## src/rtl/gpk_pkg.sv

```systemverilog
// gpk_pkg: shared types and helpers for the gpk prefix adder.
// Exports gpk_t (K/P/G), gpk_combine and clog2.
package gpk_pkg;

  typedef enum logic [1:0] {
    K = 2'b00,
    P = 2'b01,
    G = 2'b11
  } gpk_t;

  // cur o prev: a generating or killing position wins,
  // a propagating one defers to the lower group.
  function automatic gpk_t gpk_combine(gpk_t cur, gpk_t prev);
    return (cur == P) ? prev : cur;
  endfunction

  function automatic int clog2(int v);
    int r;
    r = 0;
    for (int i = 0; i < 31; i++)
      if ((1 << i) < v) r = i + 1;
    return r;
  endfunction

endpackage

```

## src/rtl/gpk_prefix_stage.sv

```systemverilog
// gpk_prefix_stage: NLEV prefix levels from FIRST_DIST, then a register.
// Ports: clk, rst, en_i, valid_i, g_i, p_i -> valid_o, g_o, p_o.
module gpk_prefix_stage
  import gpk_pkg::*;
#(
  parameter int WIDTH      = 16,
  parameter int FIRST_DIST = 1,
  parameter int NLEV       = 1
) (
  input  logic                   clk,
  input  logic                   rst,
  input  logic                   en_i,
  input  logic                   valid_i,
  input  logic [2*WIDTH+1:0]     g_i,
  input  logic [WIDTH-1:0]       p_i,
  output logic                   valid_o,
  output logic [2*WIDTH+1:0]     g_o,
  output logic [WIDTH-1:0]       p_o
);

  // Position 0 is the virtual carry-in slot, position j is bit j-1.
  gpk_t [WIDTH:0] lv0;

  for (genvar j = 0; j <= WIDTH; j++) begin : g_unpk
    assign lv0[j] = gpk_t'(g_i[2*j +: 2]);
  end

  for (genvar l = 0; l < NLEV; l++) begin : g_lv
    localparam int D = FIRST_DIST << l;
    gpk_t [WIDTH:0] prv;
    gpk_t [WIDTH:0] nxt;
    if (l == 0) begin : g_first
      assign prv = lv0;
    end else begin : g_next
      assign prv = g_lv[l-1].nxt;
    end
    for (genvar j = 0; j <= WIDTH; j++) begin : g_pos
      if (j >= D) begin : g_cmb
        assign nxt[j] = gpk_combine(prv[j], prv[j-D]);
      end else begin : g_pas
        assign nxt[j] = prv[j];
      end
    end
  end

  logic [2*WIDTH+1:0] g_d;
  logic [2*WIDTH+1:0] g_q;
  logic [WIDTH-1:0]   p_q;
  logic               valid_q;

  assign g_d = g_lv[NLEV-1].nxt;

  always_ff @(posedge clk or posedge rst) begin
    if (rst) begin
      valid_q <= 1'b0;
      g_q     <= '0;
      p_q     <= '0;
    end else if (en_i) begin
      valid_q <= valid_i;
      g_q     <= g_d;
      p_q     <= p_i;
    end
  end

  assign valid_o = valid_q;
  assign g_o     = g_q;
  assign p_o     = p_q;

endmodule

```

## src/rtl/gpk_prefix_adder_pipe.sv

```systemverilog
// gpk_prefix_adder_pipe: pipelined gpk prefix adder, cin/sub, valid/ready.
// Ports: clk, rst, in_valid/in_ready/in_x/in_y/in_cin/in_sub -> out_valid/out_ready/out_sum/out_cout/out_ovf.
module gpk_prefix_adder_pipe
  import gpk_pkg::*;
#(
  parameter int WIDTH        = 16,
  parameter int STAGE_LEVELS = 2
) (
  input  logic             clk,
  input  logic             rst,
  input  logic             in_valid,
  output logic             in_ready,
  input  logic [WIDTH-1:0] in_x,
  input  logic [WIDTH-1:0] in_y,
  input  logic             in_cin,
  input  logic             in_sub,
  output logic             out_valid,
  input  logic             out_ready,
  output logic [WIDTH-1:0] out_sum,
  output logic             out_cout,
  output logic             out_ovf
);

  localparam int LEVELS = clog2(WIDTH);
  localparam int NSTG   = (LEVELS + STAGE_LEVELS - 1) / STAGE_LEVELS;
  localparam int GW     = 2 * (WIDTH + 1);

  logic adv;

  logic [WIDTH-1:0] ye;
  logic [WIDTH-1:0] p0;
  logic             cin_e;
  logic [GW-1:0]    g0;

  always_comb begin
    ye    = in_sub ? ~in_y : in_y;
    cin_e = in_sub | in_cin;
    p0    = in_x ^ ye;
    g0    = '0;
    g0[1:0] = cin_e ? G : K;
    for (int i = 0; i < WIDTH; i++) begin
      unique case (1'b1)
        in_x[i] & ye[i]: g0[2*i+2 +: 2] = G;
        p0[i]:           g0[2*i+2 +: 2] = P;
        default:         g0[2*i+2 +: 2] = K;
      endcase
    end
  end

  logic             v_ch [NSTG+1];
  logic [GW-1:0]    g_ch [NSTG+1];
  logic [WIDTH-1:0] p_ch [NSTG+1];

  assign v_ch[0] = in_valid;
  assign g_ch[0] = g0;
  assign p_ch[0] = p0;

  for (genvar s = 0; s < NSTG; s++) begin : g_stg
    localparam int REM = LEVELS - s * STAGE_LEVELS;
    localparam int NL  = (REM < STAGE_LEVELS) ? REM : STAGE_LEVELS;
    gpk_prefix_stage #(
      .WIDTH      (WIDTH),
      .FIRST_DIST (1 << (s * STAGE_LEVELS)),
      .NLEV       (NL)
    ) u_stg (
      .clk     (clk),
      .rst     (rst),
      .en_i    (adv),
      .valid_i (v_ch[s]),
      .g_i     (g_ch[s]),
      .p_i     (p_ch[s]),
      .valid_o (v_ch[s+1]),
      .g_o     (g_ch[s+1]),
      .p_o     (p_ch[s+1])
    );
  end

  // When WIDTH is a power of two the top position can still be P
  // after LEVELS levels: every bit below it propagates, so it takes cin.
  logic [WIDTH:0]   cy;
  logic             cin_f;
  logic [WIDTH-1:0] sum_d;
  logic             cout_d;
  logic             ovf_d;

  always_comb begin
    cin_f = (g_ch[NSTG][1:0] == G);
    cy    = '0;
    for (int j = 0; j <= WIDTH; j++) begin
      cy[j] = (g_ch[NSTG][2*j +: 2] == G)
            | ((g_ch[NSTG][2*j +: 2] == P) & cin_f);
    end
    sum_d  = p_ch[NSTG] ^ cy[WIDTH-1:0];
    cout_d = cy[WIDTH];
    ovf_d  = cy[WIDTH] ^ cy[WIDTH-1];
  end

  logic             out_valid_q;
  logic [WIDTH-1:0] out_sum_q;
  logic             out_cout_q;
  logic             out_ovf_q;

  always_ff @(posedge clk or posedge rst) begin
    if (rst) begin
      out_valid_q <= 1'b0;
      out_sum_q   <= '0;
      out_cout_q  <= 1'b0;
      out_ovf_q   <= 1'b0;
    end else if (adv) begin
      out_valid_q <= v_ch[NSTG];
      out_sum_q   <= sum_d;
      out_cout_q  <= cout_d;
      out_ovf_q   <= ovf_d;
    end
  end

  assign adv       = !out_valid_q || out_ready;
  assign in_ready  = adv;
  assign out_valid = out_valid_q;
  assign out_sum   = out_sum_q;
  assign out_cout  = out_cout_q;
  assign out_ovf   = out_ovf_q;

endmodule
```

## config.mk

```make
export PLATFORM = sky130hd
export DESIGN_NAME = gpk_prefix_adder_pipe
export DESIGN_NICKNAME = d
export VERILOG_FILES = /design/src/rtl/gpk_pkg.sv /design/src/rtl/gpk_prefix_stage.sv /design/src/rtl/gpk_prefix_adder_pipe.sv
export SDC_FILE = /design/constraint.sdc
export NUM_CORES = 1
export LEC_CHECK = 0
export ABC_AREA = 1
export CAP_MARGIN = 0
export CORE_MARGIN = 3
export CORE_UTILIZATION = 30
export CTS_CLUSTER_DIAMETER = 60
export DETAILED_ROUTE_END_ITERATION = 16
export DONT_BUFFER_PORTS = 1
export PLACE_DENSITY = 0.5
export SLEW_MARGIN = 20
export SYNTH_ARGS = -nofsm -noshare
export SYNTH_HDL_FRONTEND = slang
export SYNTH_SLANG_ARGS = --single-unit
```

## constraint.sdc

```tcl
create_clock -name clk -period 7.1 [get_ports clk]
set_input_delay 1.42 -clock clk [delete_from_list [all_inputs] [get_ports clk]]
set_output_delay 1.42 -clock clk [all_outputs]
set_load 0.02 [all_outputs]
```

# After elaboration in Yosys (flattened, before gate mapping)
# Index checks and enable logic that the tools add are counted.
[classes]
n_eq_ne = 87
n_bitwise = 55
n_reduce_logical = 2
n_mux = 71
[op_table]
columns = ["op", "n"]
rows = [
  ["2-bit by 1-bit equality test with 1-bit output, second input constant", 70],
  ["2-bit two-way mux", 54],
  ["2-bit one-hot mux with 2 select lines", 16],
  ["2-bit equality test, second input constant", 17],
  ["1-bit bitwise AND", 33],
  ["16-bit XOR", 2],
  ["1-bit OR", 18],
  ["16-bit two-way mux", 1],
  ["16-bit NOT", 1],
  ["1-bit logical NOT", 1],
  ["1-bit logical OR", 1],
  ["1-bit XOR", 1],
]
[totals]
input_bits = 38
output_inout_bits = 20
register_bits = 121
wordCells = 225

# Depth between registers and ports, before layout
# Gate-level depths: netlist of the first run.
[logic_depth]
ltp_word = 8
mapped_depth = 11
mapped_depth_nobuf = 9

# By module
# From an unflattened synthesis of the first run, not the netlist that was laid out.
[hier_totals]
cells_unflattened = 939
hier_area_um2 = 6956.7
[by_module_without_submodules]
columns = ["module", "seq_area_each_um2", "instances", "area_each_um2", "cells_each"]
rows = [
  ["gpk_prefix_stage (g_stg[0].u_stg)", 1276.2, 1, 2711.4, 365],
  ["gpk_prefix_stage (g_stg[1].u_stg)", 1276.2, 1, 2349.8, 299],
  ["gpk_prefix_adder_pipe", 475.5, 1, 1895.6, 275],
]

# Least setup slack after synthesis of the first run
# No wires, ideal clock.
[synth_timing]
path_type = "input to output"
start = "input out_ready"
end = "output in_ready"
t_arrival_ps = 1919
path_stages = 4
required_ps = 5680
path_buffers = 2
setup_slack_ps = 3761
cell_sequence = "inv_1 -> nand2_4 -> buf_6 -> buf_2"
[synth_between]
elab_chain_cells = 1
[synth_lines]
columns = ["item", "line_no", "source"]
rows = [
  ["start: declaration", "gpk_prefix_adder_pipe.sv:18", "input logic out_ready,"],
  ["1-bit logical OR", "gpk_prefix_adder_pipe.sv:117", "assign adv = !out_valid_q || out_ready;"],
  ["end: declaration", "gpk_prefix_adder_pipe.sv:12", "output logic in_ready,"],
]
# No other way between the ends.

# Worst setup path after layout of the first run
# Same ends and word-level chain as after synthesis.

==> results of run 1 <==
## cells by family after synthesis
family	count (synthesis)
flops	119
simple gates	458
xor+xnor	17
compound gates	111
fa+ha+maj	36
buf+inv	168
## final cells by class
class,count,area share
multi-input cells,622,0.400
flip-flops and latches,119,0.396
inverters,139,0.0701
clock buffers,24,0.0654
well taps,280,0.0466
clock inverters,8,0.0190
repair buffers,3,0.00300
## registers in the layout (all words and copies together) (netlist names)
signal and flops:
g_stg.u_stg.p_o 32, out_ovf 1, g_stg.u_stg.g_o 66, out_valid 1
g_stg.u_stg.valid_o 2, out_sum 16, out_cout 1
## worst max path at each step
stage / start / to / slack (ns) / cells after the start
2_1_floorplan: rst / g_stg[0].u_stg.g_o[10] / 2.52 / 1
3_3_place_gp: out_ready / g_stg[1].u_stg.g_o[24] / 3.63 / 7
3_5_place_dp: out_ready / g_stg[1].u_stg.g_o[26] / 3.57 / 7
4_1_cts: out_ready / in_ready / 3.71 / 2
5_1_grt: out_ready / in_ready / 3.66 / 2
6_report: out_ready / in_ready / 3.73 / 2
## layer usage
layer | up-vias | wire (um) | global-route usage
li1 | 2775 | - | -
met1 | 2415 | 8080 | 0.199
met2 | 74 | 7240 | 0.212
met3 | 12 | 579 | 0.0336
met4 | 0 | 195 | 0.0421
met5 | - | 0 | 0
## worst register-to-register path, cell delays in order, from the launching register on
cell and delay [ns]:
dfrtp_1 0.49, nand2_4 0.41, inv_4 0.50, buf_4 0.68, nor2_1 0.20, o21ai_1 0.11, nand2_1 0.06
## Yosys cell counts, drive strengths merged
| master | instances |
|---|---|
| a21oi | 16 |
| a31oi | 1 |
| buf | 24 |
| clkbuf | 5 |
| dfrtp | 119 |
| ha | 36 |
| inv | 139 |
| nand2 | 355 |
| nand3 | 55 |
| nand4 | 1 |
| nor2 | 45 |
| o211ai | 5 |
| o21a | 1 |
| o21ai | 88 |
| or2 | 2 |
| xnor2 | 17 |
## through the flow
step	utilization	setup WS (ns)	area, sq um
5_1_grt	0.343	3.66	7510
2_1_floorplan	-	2.52	6720
3_5_place_dp	0.314	3.57	6880
4_1_cts	0.343	3.71	7510
3_3_place_gp	0.314	3.63	6880
6_report	0.343	3.73	7510
## power groups by stage
stage,Combinational (mW),Clock (mW),Sequential (mW)
final,0.827,0.927,1.23
after global routing,0.984,0.977,1.27
after CTS,0.847,0.946,1.24
after detailed placement,0.841,0,1.25
after global placement,0.831,0,1.24
after floorplan,0.694,0,1.16
==> tab_implementation.tex, run 1 <==
\begin{tabular}{lr}
\hline
Metric & Value \\
\hline
\multicolumn{2}{l}{\textbf{Cells and area}} \\
Commonest non-fill, non-tap cell in the layout & nand2\_1 \\
Final layout net count & 976 \\
Count of filler cells inserted in the layout & 2,428 \\
Fraction of final layout cells sized beyond drive strength 1 & 0.0514 \\
Final Instance Count excl. Fillers & $\sim$1,200 \\
Commonest cells after routing, fill and taps aside & nand2\_1, inv\_1, dfrtp\_1, o21ai\_0, nand3\_1 \\
Sequential cell area & 0.00298 sq mm \\
Area used by multi-input combinational logic & 0.00300 sq mm \\
Antenna cells & 0 \\
Syn-to-layout area delta & 11.9\% \\
\multicolumn{2}{l}{\textbf{CTS}} \\
Clock insertion delay at the later pin of the skew report & 0.42 ns \\
CTS hold repair buffers & 0 \\
Clock root buffer & clkbuf\_16 \\
Number of buffers created by CTS & 17 \\
CTS tree & done \\
Clk sinks & 119 \\
Setup bufs post-CTS & 0 \\
Post-CTS resize count & 0 \\
Max Root-Sink Buffers & 2 \\
Total number of H-tree levels & 4 \\
Clock slew at reported path FFs & 0.05 ns \\
\multicolumn{2}{l}{\textbf{Synth}} \\
Synth Area in Simple Gates & 0.273 \\
Synth Cell Area & between 0.006 and 0.007 sq mm \\
Multiplexer share of the synthesized area & 0 \\
Post-synthesis xor/xnor area fraction & 0.0222 \\
Cells after synthesis & around 900 \\
Syn Area/Cell & 7.39 sq um \\
Synth top area share & 0.443 \\
Post-synth cell types & 24 \\
Combinational family with the most area after synthesis & simple AND/OR/NAND/NOR gates \\
Fraction of the yosys area taken by sequential cells & 0.443 \\
Compound-Gate Fraction of Synth Area & 0.0851 \\
Syn. warnings & 0 \\
Cell taking the most area after synthesis & dfrtp\_1 \\
Adder-cell share of the synthesized area & 0.0671 \\
Top post-synthesis cells by area & dfrtp\_1, nand2\_1, inv\_1 \\
Flip-flop and latch count after synthesis & 119 \\
Net count after synthesis & 983 \\
\multicolumn{2}{l}{\textbf{Worst hold path}} \\
Destination of the worst hold path & out\_valid \\
Min-delay src & g\_stg[1].u\_stg.valid\_o \\
Classification of the worst-slack hold path & reg -> reg \\
Hold path depth & 2 \\
\multicolumn{2}{l}{\textbf{Setup path}} \\
Crit-path max FO & 58 \\
Endpoint kind of the worst setup timing path & output port \\
Crit path DAT & 1.95 ns \\
Ordered list of cells on the worst path & inv\_1 -> nand2\_4 \\
Startpoint of the most critical register-to-register path & out\_valid \\
Critical path's top delay family & simple AND/OR/NAND/NOR gates \\
Endpoint required time on the critical path & 5.68 ns \\
Worst path max stage delay & 0.48 ns \\
Slowest-stage cell, CP & nand2\_4 \\
Setup slack on the worst flop-to-flop path & approximately 4.5 ns \\
Worst r2r dst & g\_stg[1].u\_stg.g\_o[26] \\
Kind of critical path & in -> out \\
Depth of the worst register-to-register path & 6 \\
Startpoint kind of the worst setup timing path & primary input \\
Number of buffer and inverter instances along the worst setup path & 1 \\
\multicolumn{2}{l}{\textbf{Global route}} \\
Via count of the first global-routing pass & 5,197 \\
Maximum number of pins on one net before global-route repair & 86 \\
First-pass GRT wire length & between 20,000 and 30,000 um \\
Initial antenna violation count & 0 \\
Global route overflow & 0 \\
Total global-route track usage & 0.140 \\
\multicolumn{2}{l}{\textbf{Drt}} \\
Antenna violation net count after detailed routing & 0 \\
Wire length per cell after detailed routing & between 10 and 15 um \\
Drc violations & 0 \\
Number of detailed-routing iterations run before antenna repair & 4 \\
Vias after detailed routing & 5,276 \\
Detailed-route wire length & 16,100 um \\
Via-per-instance ratio & $\sim$4.4 \\
Number of violations reported at the end of detailed-routing iteration 0 & 343 \\
\multicolumn{2}{l}{\textbf{Pwr}} \\
PD cells & 397 mW/mm\^{}2 \\
Total internal power & 1.86 mW \\
Logic gate share of total power & 0.277 \\
Power share of the clock group & 0.310 \\
PnR Total Power & 2.99 mW \\
Switching share of power & 0.378 \\
Pleak & 3.97 nW \\
Share of power burned in registers & 0.413 \\
Power spent charging and discharging nets & between 1 and 1.5 mW \\
VDD IR max & 0.171 mV \\
\multicolumn{2}{l}{\textbf{Timing}} \\
Setup repair after global routing missed its margin & no \\
Max-slew violation total from the final report & 0 \\
Final Hold Slack & 0.449 ns \\
Worst Max-Slew Pin Slew & $\sim$0.8 ns \\
Minimum clock period & roughly 3.4 ns \\
Hold Violations, Final & 0 \\
Final cycle utilization of the critical path & 0.475 \\
Setup TNS & 0 ns \\
Final setup violating endpoints & 0 \\
Worst slew slack as a fraction of its limit & 0.462 \\
FMAX & 296 MHz \\
Worst clock skew on the final layout & roughly 0.0060 ns \\
\multicolumn{2}{l}{\textbf{Floorplan}} \\
Core region area & 0.0219 sq mm \\
Die Height & 156 um \\
Initial core utilization & 0.307 \\
Floorplan die area & 0.0242 sq mm \\
Number of placed I/O pins & 58 \\
Width of the die & 156 um \\
Total number of placement rows & 54 \\
\multicolumn{2}{l}{\textbf{Outcome}} \\
Outcome & finished, final reports clean \\
\multicolumn{2}{l}{\textbf{Flow run}} \\
Max-cap viol count & 0 \\
\multicolumn{2}{l}{\textbf{Placement}} \\
Post-DP HPWL & 11,500 um \\
Gp weighted congestion & 0.758 \\
Total instance count after detailed placement & 1,163 \\
Count of buffers from port buffering & 0 \\
\hline
\end{tabular}
Note: power is estimated with default switching activity, not from simulation.
==> run 2, diff against run 1 <==
==> constraint.sdc (replaced) <==
create_clock -name clk -period 3.25 [get_ports clk]
set_input_delay 0.65 -clock clk [delete_from_list [all_inputs] [get_ports clk]]
set_output_delay 0.65 -clock clk [all_outputs]
set_load 0.02 [all_outputs]
==> tab_implementation.tex, run 2 (synthesis gave the netlist of run 1 again) <==
\begin{tabular}{lr}
\hline
Metric & Value \\
\hline
\multicolumn{2}{l}{\textbf{CTS}} \\
Clock slew at reported path FFs & 0.05 ns (about the same) \\
CTS hold repair buffers & 0 (unchanged) \\
Post-CTS resize count & 0 (unchanged) \\
Clock insertion delay at the later pin of the skew report & 0.42 ns (about the same) \\
Clk sinks & 119 (unchanged) \\
CTS tree & done (unchanged) \\
Setup bufs post-CTS & 0 (unchanged) \\
Max Root-Sink Buffers & 2 (unchanged) \\
Total number of H-tree levels & 4 (unchanged) \\
Number of buffers created by CTS & 17 (unchanged) \\
Clock root buffer & clkbuf\_16 (unchanged) \\
\multicolumn{2}{l}{\textbf{Placement}} \\
Placed inst area & 0.00691 sq mm (was 0.00688 sq mm) \\
Gp weighted congestion & 0.812 (was 0.758) \\
Count of buffers from port buffering & 0 (unchanged) \\
Post-DP HPWL & 11,600 um (was 11,500 um) \\
\multicolumn{2}{l}{\textbf{Global route}} \\
Maximum number of pins on one net before global-route repair & 120 (was 86) \\
Via count of the first global-routing pass & 5,182 (was 5,197) \\
Total global-route track usage & 0.141 (was 0.140) \\
First-pass GRT wire length & 27,200 um (was 27,000 um) \\
Global route overflow & 0 (unchanged) \\
Initial antenna violation count & 0 (unchanged) \\
\multicolumn{2}{l}{\textbf{Setup path}} \\
Endpoint kind of the worst setup timing path & output port (unchanged) \\
Kind of critical path & reg -> out (was in -> out) \\
Crit-path max FO & 46 (was 58) \\
Crit path DAT & 1.48 ns (was 1.95 ns) \\
Startpoint kind of the worst setup timing path & flop (was primary input) \\
Endpoint required time on the critical path & 2.60 ns (was 5.68 ns) \\
\multicolumn{2}{l}{\textbf{Pwr}} \\
VDD IR max & 0.413 mV (was 0.171 mV) \\
PnR Total Power & 6.42 mW (was 2.99 mW) \\
Pleak & 3.97 nW (about the same) \\
PD cells & 854 mW/mm\^{}2 (was 397 mW/mm\^{}2) \\
\multicolumn{2}{l}{\textbf{Cells and area}} \\
Commonest cells after routing, fill and taps aside & nand2\_1, inv\_1, dfrtp\_1, o21ai\_0, nand3\_1 (unchanged) \\
Commonest non-fill, non-tap cell in the layout & nand2\_1 (unchanged) \\
Largest register FFs & 66 (unchanged) \\
Final layout net count & 977 (was 976) \\
Syn-to-layout area delta & 11.9\% (about the same) \\
Count of filler cells inserted in the layout & 2,377 (was 2,428) \\
Final instance area & 0.00752 sq mm (was 0.00751 sq mm) \\
Antenna cells & 0 (unchanged) \\
Fraction of final layout cells sized beyond drive strength 1 & 0.0546 (was 0.0514) \\
\multicolumn{2}{l}{\textbf{Timing}} \\
Final cycle utilization of the critical path & 0.656 \\
Hold Violations, Final & 0 (unchanged) \\
Setup repair after global routing missed its margin & no (unchanged) \\
Worst clock skew on the final layout & 0.00810 ns (was 0.00598 ns) \\
Minimum clock period & 2.13 ns \\
FMAX & 469 MHz \\
Worst Max-Slew Pin Slew & 0.896 ns (was 0.806 ns) \\
Max-slew violation total from the final report & 0 (unchanged) \\
Worst slew slack as a fraction of its limit & 0.403 (was 0.462) \\
Setup TNS & 0 ns (unchanged) \\
Final setup violating endpoints & 0 (unchanged) \\
\multicolumn{2}{l}{\textbf{Worst hold path}} \\
Classification of the worst-slack hold path & in -> async (was reg -> reg) \\
\multicolumn{2}{l}{\textbf{Drt}} \\
Top routing layer in use & met4 (unchanged) \\
Drc violations & 0 (unchanged) \\
Metal3 WL & 662 um (was 579 um) \\
Via-per-instance ratio & 4.47 (was 4.42) \\
Vias after detailed routing & 5,351 (was 5,276) \\
Number of detailed-routing iterations run before antenna repair & 5 (was 4) \\
Detailed-route wire length & 16,200 um (was 16,100 um) \\
Routed length on met1 & 8030 um (was 8080 um) \\
Antenna violation net count after detailed routing & 0 (unchanged) \\
Number of violations reported at the end of detailed-routing iteration 0 & 395 (was 343) \\
Wire length per cell after detailed routing & 13.6 um (was 13.5 um) \\
Routed wire length on met2 & 7270 um (was 7240 um) \\
\multicolumn{2}{l}{\textbf{Outcome}} \\
Outcome & finished, final reports clean (unchanged) \\
\multicolumn{2}{l}{\textbf{Floorplan}} \\
Core region area & 0.0219 sq mm (unchanged) \\
Width of the die & 156 um (unchanged) \\
Die Height & 156 um (unchanged) \\
Initial core utilization & 0.307 (unchanged) \\
Total number of placement rows & 54 (unchanged) \\
Floorplan die area & 0.0242 sq mm (unchanged) \\
Number of placed I/O pins & 58 (unchanged) \\
\multicolumn{2}{l}{\textbf{Flow run}} \\
Max-cap viol count & 0 (unchanged) \\
\hline
\end{tabular}
run 2: cell types whose count changed in the layout (fill, tap and decap cells not counted), sizes merged:
cell and delta:
buf +1, clkinvlp +1, clkinv +2, bufinv -2
inv -1
run 2: cell type report:
| cell class | instances | area, sq um | share of cell area |
|---|---|---|---|
| multi-input cells | 622 | 3000 | 0.399 |
| flip-flops and latches | 119 | 2980 | 0.396 |
| inverters | 139 | 528 | 0.0702 |
| clock buffers | 24 | 512 | 0.0681 |
| well taps | 280 | 350 | 0.0466 |
| clock inverters | 8 | 92.6 | 0.0123 |
| repair buffers | 4 | 55.1 | 0.00732 |
run 2: power by group:
group          leakage, nW  internal [mW]  total (mW)  switching (mW)
Combinational         2.24          0.624        1.84            1.22
Sequential            1.43           2.08        2.68           0.593
Clock                0.302           1.24        1.89           0.652
Total                 3.97           3.95        6.42            2.47
run 2: stage by stage:
step	utilization	cells	hold slack, ns	worst slack (ns)
global route	0.343	1196	0.344	1.04
global placement	0.316	1164	0.431	1.26
floorplan	-	909	0.420	1.14
CTS	0.343	1196	0.335	1.07
finish	0.343	1196	0.284	1.12
detailed placement	0.316	1164	0.438	1.22
run 2: worst paths after layout:
check	start	endpoint	slack [ns]	cells past startpoint
worst max-delay path	out_valid	in_ready	1.12	2
worst min-delay path	rst	out_sum[5]	0.28	2
worst max register to register	out_valid	g_stg[1].u_stg.g_o[23]	1.35	4
worst min register to register	g_stg[1].u_stg.valid_o	out_valid	0.45	2
max in group asynchronous	rst	g_stg[0].u_stg.g_o[28]	2.48	2
min in group clk	in_valid	g_stg[0].u_stg.valid_o	0.35	2
run 2: worst max-delay path, cell delays in order, from the launching register on:
cell and delay [ns]:
dfrtp_1 0.47, nand2_4 0.13, buf_4 0.45
run 2: routing by layer:
metal,vias to the layer above,track usage
li1,2786,-
met1,2469,0.202
met2,76,0.212
met3,20,0.0297
met4,0,0.0488
met5,-,0
